File: src/rtl/data_distributor_pkg.sv
// -----------------------------------------------------------------------------
// data_dist_pkg
// Shared constants and types for the data_distributor block: channel count,
// select width, per-channel FIFO depth and occupancy width, plus the
// occupancy update rule used by every channel buffer.
// -----------------------------------------------------------------------------
package data_dist_pkg;

  localparam int NCH   = 4;  // number of output channels
  localparam int SEL_W = 2;  // width of the destination select
  localparam int DEPTH = 2;  // entries per channel buffer
  localparam int CNT_W = 2;  // occupancy width, holds 0..DEPTH

  typedef logic [SEL_W-1:0] chan_sel_t;

  // Occupancy after one edge given the already-qualified push and pop.
  // A simultaneous push and pop leaves the count unchanged.
  function automatic logic [CNT_W-1:0] occ_next(input logic [CNT_W-1:0] cnt,
                                                input logic             push,
                                                input logic             pop);
    logic [CNT_W-1:0] nxt;
    nxt = cnt;
    if (push && !pop) begin
      nxt = cnt + CNT_W'(1);
    end else if (pop && !push) begin
      nxt = cnt - CNT_W'(1);
    end
    return nxt;
  endfunction

endpackage

File: src/rtl/data_distributor_if.sv
// -----------------------------------------------------------------------------
// data_distributor_if
// Bundles the producer handshake and the four consumer channels of the
// data_distributor.
//   in_valid / in_ready / in_sel / in_data : single producer, routed by in_sel
//   out_valid[i] / out_ready[i]            : consumer i handshake
//   out_data0..out_data3                   : head word of each channel
//   out_count                              : {c3,c2,c1,c0}, 2 bits per channel
// Modports:
//   slave  : the distributor itself
//   master : the environment (producer plus the four consumers)
// -----------------------------------------------------------------------------
interface data_distributor_if #(
  parameter int WIDTH = 8
);
  import data_dist_pkg::*;

  logic                   in_valid;
  logic                   in_ready;
  chan_sel_t              in_sel;
  logic [WIDTH-1:0]       in_data;
  logic [NCH-1:0]         out_valid;
  logic [NCH-1:0]         out_ready;
  logic [WIDTH-1:0]       out_data0;
  logic [WIDTH-1:0]       out_data1;
  logic [WIDTH-1:0]       out_data2;
  logic [WIDTH-1:0]       out_data3;
  logic [NCH*CNT_W-1:0]   out_count;

  modport slave (
    input  in_valid,
    input  in_sel,
    input  in_data,
    input  out_ready,
    output in_ready,
    output out_valid,
    output out_data0,
    output out_data1,
    output out_data2,
    output out_data3,
    output out_count
  );

  modport master (
    output in_valid,
    output in_sel,
    output in_data,
    output out_ready,
    input  in_ready,
    input  out_valid,
    input  out_data0,
    input  out_data1,
    input  out_data2,
    input  out_data3,
    input  out_count
  );

endinterface

File: src/rtl/data_distributor_chan_fifo2.sv
// -----------------------------------------------------------------------------
// chan_fifo2
// Two-entry FIFO used as one output channel of the data_distributor.
// Ports:
//   clk, rst_n : clock, asynchronous active-low reset (clears storage too)
//   push, din  : write request and word; ignored while full
//   pop        : remove head; ignored while empty
//   dout       : head word (storage register selected by the read pointer)
//   valid      : buffer non-empty
//   full       : buffer holds DEPTH words
//   count      : occupancy 0..DEPTH
// There is no bypass: a word pushed at an edge first appears on dout in the
// following cycle. A pop on an empty buffer is dropped even when a push
// arrives in the same edge, so that push simply lands as the only entry.
// -----------------------------------------------------------------------------
module chan_fifo2
  import data_dist_pkg::*;
#(
  parameter int WIDTH = 8
) (
  input  logic             clk,
  input  logic             rst_n,
  input  logic             push,
  input  logic             pop,
  input  logic [WIDTH-1:0] din,
  output logic [WIDTH-1:0] dout,
  output logic             valid,
  output logic             full,
  output logic [CNT_W-1:0] count
);

  logic [WIDTH-1:0] r_mem [DEPTH];
  logic             r_wr_ptr;
  logic             r_rd_ptr;
  logic [CNT_W-1:0] r_count;

  logic             w_push;
  logic             w_pop;
  logic             w_full;
  logic             w_valid;

  assign w_full  = (r_count == CNT_W'(DEPTH));
  assign w_valid = (r_count != '0);

  // Qualify requests against occupancy before they touch any state.
  assign w_push = push & ~w_full;
  assign w_pop  = pop  &  w_valid;

  always_ff @(posedge clk or negedge rst_n) begin
    if (!rst_n) begin
      for (int k = 0; k < DEPTH; k++) begin
        r_mem[k] <= '0;
      end
      r_wr_ptr <= 1'b0;
      r_rd_ptr <= 1'b0;
      r_count  <= '0;
    end else begin
      if (w_push) begin
        r_mem[r_wr_ptr] <= din;
        r_wr_ptr        <= ~r_wr_ptr;
      end
      if (w_pop) begin
        r_rd_ptr <= ~r_rd_ptr;
      end
      r_count <= occ_next(r_count, w_push, w_pop);
    end
  end

  assign dout  = r_mem[r_rd_ptr];
  assign valid = w_valid;
  assign full  = w_full;
  assign count = r_count;

endmodule

File: src/rtl/data_distributor.sv
// -----------------------------------------------------------------------------
// data_distributor
// Routes one producer byte stream into four independently drained channels,
// each backed by a 2-entry chan_fifo2, so a stalled consumer never blocks
// traffic bound for the other channels.
// Ports:
//   clk   : rising-edge clock
//   rst_n : asynchronous active-low reset; discards every buffered word
//   bus   : data_distributor_if.slave (producer handshake, four consumer
//           handshakes, head words and packed occupancy)
// in_ready is the only combinational output and depends solely on in_sel and
// registered occupancy, never on out_ready, so there is no ready
// pass-through path from the consumers to the producer.
// -----------------------------------------------------------------------------
module data_distributor
  import data_dist_pkg::*;
#(
  parameter int WIDTH = 8
) (
  input  logic                 clk,
  input  logic                 rst_n,
  data_distributor_if.slave    bus
);

  logic [NCH-1:0]   w_push;
  logic [NCH-1:0]   w_full;
  logic [NCH-1:0]   w_valid;
  logic [WIDTH-1:0] w_dout  [NCH];
  logic [CNT_W-1:0] w_count [NCH];
  logic             w_in_ready;

  // A full channel refuses new words even if its consumer pops this edge.
  assign w_in_ready  = ~w_full[bus.in_sel];
  assign bus.in_ready = w_in_ready;

  for (genvar g = 0; g < NCH; g++) begin : g_chan
    assign w_push[g] = bus.in_valid & w_in_ready & (bus.in_sel == chan_sel_t'(g));

    chan_fifo2 #(
      .WIDTH (WIDTH)
    ) u_fifo (
      .clk   (clk),
      .rst_n (rst_n),
      .push  (w_push[g]),
      .pop   (bus.out_ready[g]),
      .din   (bus.in_data),
      .dout  (w_dout[g]),
      .valid (w_valid[g]),
      .full  (w_full[g]),
      .count (w_count[g])
    );

    assign bus.out_count[g*CNT_W +: CNT_W] = w_count[g];
  end

  assign bus.out_valid = w_valid;
  assign bus.out_data0 = w_dout[0];
  assign bus.out_data1 = w_dout[1];
  assign bus.out_data2 = w_dout[2];
  assign bus.out_data3 = w_dout[3];

endmodule

File: src/flat_wrapper.sv
// flat-port wrapper written by rule: the top's interface ports become plain ports
module data_distributor_flat import data_dist_pkg::*;
#(
  parameter int WIDTH = 8
)
  (clk, rst_n, bus_in_valid, bus_in_sel, bus_in_data, bus_out_ready, bus_in_ready, bus_out_valid, bus_out_data0, bus_out_data1, bus_out_data2, bus_out_data3, bus_out_count);
  data_distributor_if #(.WIDTH(WIDTH)) bus_i ();
  input  logic clk;
  input  logic rst_n;
  input wire logic [$bits(bus_i.in_valid)-1:0] bus_in_valid;
  input wire logic [$bits(bus_i.in_sel)-1:0] bus_in_sel;
  input wire logic [$bits(bus_i.in_data)-1:0] bus_in_data;
  input wire logic [$bits(bus_i.out_ready)-1:0] bus_out_ready;
  output wire logic [$bits(bus_i.in_ready)-1:0] bus_in_ready;
  output wire logic [$bits(bus_i.out_valid)-1:0] bus_out_valid;
  output wire logic [$bits(bus_i.out_data0)-1:0] bus_out_data0;
  output wire logic [$bits(bus_i.out_data1)-1:0] bus_out_data1;
  output wire logic [$bits(bus_i.out_data2)-1:0] bus_out_data2;
  output wire logic [$bits(bus_i.out_data3)-1:0] bus_out_data3;
  output wire logic [$bits(bus_i.out_count)-1:0] bus_out_count;
  assign bus_i.in_valid = bus_in_valid;
  assign bus_i.in_sel = bus_in_sel;
  assign bus_i.in_data = bus_in_data;
  assign bus_i.out_ready = bus_out_ready;
  assign bus_in_ready = bus_i.in_ready;
  assign bus_out_valid = bus_i.out_valid;
  assign bus_out_data0 = bus_i.out_data0;
  assign bus_out_data1 = bus_i.out_data1;
  assign bus_out_data2 = bus_i.out_data2;
  assign bus_out_data3 = bus_i.out_data3;
  assign bus_out_count = bus_i.out_count;
  data_distributor #(.WIDTH(WIDTH)) u_core (.clk(clk), .rst_n(rst_n), .bus(bus_i));
endmodule
File: config.mk
export PLATFORM = sky130hd
export DESIGN_NAME = data_distributor_flat
export DESIGN_NICKNAME = d
export VERILOG_FILES = /design/src/rtl/data_distributor_pkg.sv /design/src/rtl/data_distributor_if.sv /design/src/rtl/data_distributor_chan_fifo2.sv /design/src/rtl/data_distributor.sv /design/src/flat_wrapper.sv
export SDC_FILE = /design/constraint.sdc
export NUM_CORES = 1
export LEC_CHECK = 0
export CAP_MARGIN = 20
export CORE_ASPECT_RATIO = 1.2
export CORE_MARGIN = 8
export CORE_UTILIZATION = 55
export CTS_BUF_LIST = sky130_fd_sc_hd__clkbuf_2 sky130_fd_sc_hd__clkbuf_4 sky130_fd_sc_hd__clkbuf_8
export CTS_CLUSTER_DIAMETER = 40
export CTS_CLUSTER_SIZE = 24
export DETAILED_ROUTE_END_ITERATION = 16
export GPL_ROUTABILITY_DRIVEN = 0
export PLACE_DENSITY = 0.85
export RECOVER_POWER = 100
export SLEW_MARGIN = 20
export SYNTH_ARGS = -nofsm -noshare
export SYNTH_HDL_FRONTEND = slang
export SYNTH_SLANG_ARGS = --single-unit
File: constraint.sdc
create_clock -name clk -period 1.75 [get_ports clk]
set_input_delay 0.175 -clock clk [delete_from_list [all_inputs] [get_ports clk]]
set_output_delay 0.175 -clock clk [all_outputs]
set_load 0.02 [all_outputs]
**Word level (Yosys, flattened, before mapping)**

Cells that the tools add are included.

- Flip-flop bits (word level): 80
- Input bits: 17
- Output and inout bits: 45

- Add/subtract/negate cells: 8
- $lt $le $gt $ge: 13
- Eq/ne operators: 7
- Muxes and demuxes: 34
- Bitwise operators: 34
- Reduce and logical (&&, ||, !) cells: 29

Operators by type and width:

| kind | number |
|---|---|
| $mux 8 | 16 |
| $bwmux 16 | 4 |
| $demux 8 s1 | 4 |
| $ge 2x2->1 const B | 8 |
| $mux 2 | 8 |
| $not 1->2 | 8 |
| $reduce_bool 2->1 | 8 |
| $and 1x1->1 | 13 |
| $not 1->1 | 13 |
| $eq 2x2->1 const B | 6 |
| $logic_and 1x1->1 | 12 |
| $add 2x1->2 const B | 4 |
| $logic_not 1->1 | 8 |
| $lt 2x1->1 const B | 4 |
| $sub 2x1->2 const B | 4 |
| $lt 2x3->1 const B | 1 |
| $bmux 1 s2 | 1 |
| $eq 2x1->1 const B | 1 |
| $logic_not 2->1 | 1 |
| $mux 1 | 1 |

**Longest topological paths before layout**

- Word-level depth: 11
- Mapped depth: 7
- Gate-level depth less buffers: 6

**By module**

Synthesis repeated with hierarchy kept, for this count alone.

- Cells, all modules: 247
- Area total of the unflattened synthesis: 3637.2 sq um

Modules (own cells, without submodules):

| module | times used | cells an instance | area an instance (sq um) | sequential area each (sq um) |
|---|---|---|---|---|
| chan_fifo2 | 4 | 60 | 893.4 | 500.5 |
| data_distributor | 1 | 7 | 63.8 | 0.0 |

**Worst setup path before layout**

OpenSTA, ideal clock, no wires.

- Path type: reg2reg
- Start point: register u_core.g_chan[2].u_fifo.r_count[1]
- End point: register u_core.g_chan[2].u_fifo.r_mem[10] (netlist bit)
- Library setup time: 0.125 ns
- Arrival: 1.602 ns
- Required time: 1.625 ns
- Setup slack: 0.023 ns
- Stages on the path, launching flop included: 5
- Clock period less this slack: 1.727 ns
- Cell sequence: dfrtp_1 > nor2b_2 > or4_1 > buf_6 > mux2_4

- Word-level cells in the longest chain between the ends: 7

RTL lines:

| what | RTL line | text |
|---|---|---|
| start: declaration | data_distributor_chan_fifo2.sv:35 | `logic [CNT_W-1:0] r_count;` |
| start signal: assignment | data_distributor_chan_fifo2.sv:65 | `r_count <= occ_next(r_count, w_push, w_pop);` |
| $eq 2x2->1 (*) | data_distributor_chan_fifo2.sv:42 | `assign w_full = (r_count == CNT_W'(DEPTH));` |
| $bmux 1 s2 | data_distributor.sv:33 | `assign w_in_ready = ~w_full[bus.in_sel];` |
| $mux 1 (implied by the code) | data_distributor.sv:33 |  |
| $not 1->1 | data_distributor.sv:33 |  |
| $and 1x1->1 (2 in series) | data_distributor.sv:37 | `assign w_push[g] = bus.in_valid & w_in_ready & (bus.in_sel == chan_sel_t'(g));` |
| $and 1x1->1 (*) | data_distributor_chan_fifo2.sv:46 | `assign w_push = push & ~w_full;` |
| end signal: indexed assignment | data_distributor_chan_fifo2.sv:59 | `r_mem[r_wr_ptr] <= din;` |
| end: declaration | data_distributor_chan_fifo2.sv:32 | `logic [WIDTH-1:0] r_mem [DEPTH];` |

Mark *: on every way between the ends. The rest lies on a longest branch, timed or not. The select of a mux whose other input is x is not followed.
A chain may end at the register's enable or synchronous reset.

**Final worst setup path**

- Start point: input port bus_in_sel[0]
- End point: register u_core.g_chan[2].u_fifo.r_mem[11] (netlist bit)

- Word-level cells in the longest chain between the ends: 6

RTL lines:

| what | RTL line | text |
|---|---|---|
| start: declaration | flat_wrapper.sv:11 | `input wire logic [$bits(bus_i.in_sel)-1:0] bus_in_sel;` |
| $bmux 1 s2 | data_distributor.sv:33 |  |
| $mux 1 (implied by the code) | data_distributor.sv:33 |  |
| $not 1->1 | data_distributor.sv:33 |  |
| $and 1x1->1 | data_distributor.sv:37 |  |
| $and 1x1->1 (*) | data_distributor.sv:37 |  |
| $and 1x1->1 (*) | data_distributor_chan_fifo2.sv:46 |  |

Marks and branches as above.

==> results.sh <==
export IMPL_wl_per_cell_um=18.4
export IMPL_core_um2=6450
export IMPL_critPathSlowestCell="dlygate4sd3_1"
export IMPL_swShare=0.362
export IMPL_p_switching_mw=3.44
export IMPL_synth_largest_area_cell="dfrtp_1"
export IMPL_clock_skew_ns=0.00667
export IMPL_netlist_area_um2=3670
export IMPL_gr_total_overflow=0
export IMPL_power_density_nw_per_um2=2000
export IMPL_cp_end_kind="flip-flop"
export IMPL_stdcell_count=439
export IMPL_leakage_nw=2.18
export IMPL_slowest_delay_ns=0.57
export IMPL_synth_ff_latch_count=80
export IMPL_worst_pin_slew_ns=0.947
export IMPL_cts_inserted_buffers=9
export IMPL_syn_area_per_cell_um2=14.8
export IMPL_arrival_ns=1.97
export IMPL_status="completed"
export IMPL_dpl_cell_count=409
export IMPL_synth_top_area_share=0.546
export IMPL_intPower_mw=6.06
export IMPL_die_h_um=105
export IMPL_period_needed_ns=1.73
export IMPL_die_area_um2=9550
export IMPL_path_clk_slew_ns=0.07
export IMPL_io_pins=62
export IMPL_seq_area_frac_synth=0.546
export IMPL_synth_warnings=0
export IMPL_grt_pass1_vias=2690
export IMPL_min_period_over_period=0.991
export IMPL_hold_violations=0
export IMPL_p_comb_frac=0.507
export IMPL_grt_pass1_wl_um=13300
export IMPL_critPathTopFamily="buffers and inverters"
export IMPL_hp_class="input port to flip-flop"
export IMPL_n_fill_cell=463
export IMPL_setup_viol=0
export IMPL_placed_area_um2=4540
export IMPL_critical_path_buf_inv_count=3
export IMPL_grt_usage=0.178
export IMPL_cts_buffer_depth=2
export IMPL_cts_sinks=80
export IMPL_drc=0
export IMPL_wl_met2_um=4300
export IMPL_setup_tns_ns=0
export IMPL_initial_core_util=0.569
export IMPL_pwr_share_seq=0.350
export IMPL_netlist_instances=247
export IMPL_place_ws_ns=-0.239
export IMPL_worstSetupPathType="input port to flip-flop"
export IMPL_met1_length_um=3300
export IMPL_num_antenna_cells=0
export IMPL_antenna_found_initial=0
export IMPL_yosys_top_cells_area="dfrtp_1 55%, mux2_2 28%, mux2_4 3.3%"
export IMPL_path_max_fanout=9
export IMPL_die_w_um=90.5
export IMPL_clock_latency_ns=0.35
export IMPL_io_buffers=61
export IMPL_area_delta_synth_final_pct=29.4
export IMPL_root_buffer="clkbuf_8"
export IMPL_syn_num_nets=268
export IMPL_fin_nets=370
export IMPL_pwr_share_clk=0.142
export IMPL_slew_viol_final=0
export IMPL_cts_tree="built"
export IMPL_vias=2300
export IMPL_drv_cap=0
export IMPL_top_layer_used="met4"
export IMPL_worstPathRequired_ns=1.98
export IMPL_via_per_inst=5.24
export IMPL_worstPathCellList="dlygate4sd3_1 -> buf_4 -> or4_1 -> buf_6 -> mux2_4"
export IMPL_stdcell_area_um2=4740
export IMPL_ant_nets=0
export IMPL_wirelength_um=8060
export IMPL_drtIter0Drc=66
export IMPL_yosysUniqueCellTypes=27
export IMPL_grt_max_degree=39
export IMPL_first_pass_iters=4
export IMPL_irDropWorstVdd_mv=1.16
export IMPL_h_tree_depth=3
export IMPL_dp_hpwl_um=5530
export IMPL_maxSlewHeadroom=0.369
export IMPL_critPathLaunchType="input port"
export IMPL_grt_setup_unrepaired="yes"
export IMPL_route_met3_wl_um=209
export IMPL_worst_slack_ns=0.0162
export IMPL_drive_above_1_share=0.469
export IMPL_timing_fmax_mhz=577
export IMPL_rows=32
kinds of logic after synthesis:
logic type | share of synthesized area
flip-flops | 0.546
AND/OR/NAND/NOR | 0.0611
buffers and inverters | 0.0195
adder cells (fa/ha/maj) | 0.0137
XOR/XNOR | 0.0478
multiplexers | 0.312
placed cells by master (no fill, tap or decap), drive strengths merged, types with 4 or more instances in the layout:
cell           instances
buf                   21
clkbuf                36
clkdlybuf4s15          7
clkdlybuf4s50         22
dfrtp                 80
dlygate4sd2           26
ha                     4
mux2                  98
nand2                  5
nor2                   6
or2                    4
xnor2                  8
xor2                  12
area by class of cell:
type	instances	area, µm²	area share
clock buffer	11	145	0.0306
clock inverter	5	56.3	0.0119
multi-input combinational	155	1610	0.338
sequential	80	2010	0.423
tap	85	106	0.0224
timing repair buffer	103	823	0.174
layer usage:
metal,vias up,global-route usage
li1,1073,-
met1,1165,0.192
met2,44,0.322
met3,18,0.0305
met4,0,0.105
met5,-,0
cell usage after synthesis, drive strengths merged:
library cell,instances
and3,2
and4,1
buf,8
clkbuf,4
dfrtp,80
ha,4
mux2,98
mux2i,1
nand2,5
nand2b,2
nand4,2
nand4b,2
nor2,6
nor2b,3
nor3,1
nor3b,1
nor4b,2
or2,4
or4,1
xnor2,8
xor2,12
flip-flops by register name, summed over array words and instances, names as in the netlist:
| signal | flops |
|---|---|
| u_core.g_chan.u_fifo.count | 8 |
| u_core.g_chan.u_fifo.r_rd_ptr | 4 |
| u_core.g_chan.u_fifo.r_mem | 64 |
| u_core.g_chan.u_fifo.r_wr_ptr | 4 |
final timing paths:
check / start / to / slack (ns) / cells past startpoint
worst min-delay path: bus_out_ready[3] / u_core.g_chan[3].u_fifo.r_rd_ptr / 0.43 / 3
max in group asynchronous: rst_n / u_core.g_chan[2].u_fifo.r_rd_ptr / 0.22 / 3
worst max register to register: u_core.g_chan[2].u_fifo.count[1] / u_core.g_chan[2].u_fifo.r_mem[11] / 0.05 / 4
min in group asynchronous: rst_n / u_core.g_chan[0].u_fifo.count[1] / 0.50 / 2
worst min register to register: u_core.g_chan[1].u_fifo.r_wr_ptr / u_core.g_chan[1].u_fifo.r_wr_ptr / 0.49 / 1
worst max-delay path: bus_in_sel[0] / u_core.g_chan[2].u_fifo.r_mem[11] / 0.02 / 5
through the flow:
stage	util	hold WS, ns	total power, mW
2_1_floorplan	-	-0.121	6.33
3_3_place_gp	0.705	0.168	8.31
3_5_place_dp	0.705	0.175	8.45
4_1_cts	0.746	0.341	9.62
5_1_grt	0.736	0.469	10.1
6_report	0.736	0.433	9.50
what timing repair did:
item,CTS,global route
hold buffers,1,0
buffers inserted,13,0
gates resized for setup,45,20
hold endpoints to repair,36,0
endpoints found under the setup margin,37,10
cloned,0,0
worst register-to-register path, cell delays in order, from the launching register on:
cell and delay (ns):
dfrtp_1 0.39, nor2b_2 0.20, or4_1 0.52, buf_6 0.18, mux2_4 0.29
power by group through the flow:
stage / Combinational [mW] / Clock (mW) / Sequential, mW
2_1_floorplan: 3.01 / 0 / 3.31
3_3_place_gp: 4.93 / 0 / 3.38
3_5_place_dp: 5.01 / 0 / 3.44
4_1_cts: 4.94 / 1.38 / 3.30
5_1_grt: 5.16 / 1.45 / 3.44
6_report: 4.82 / 1.35 / 3.33
(Power assumes the default switching activity.)
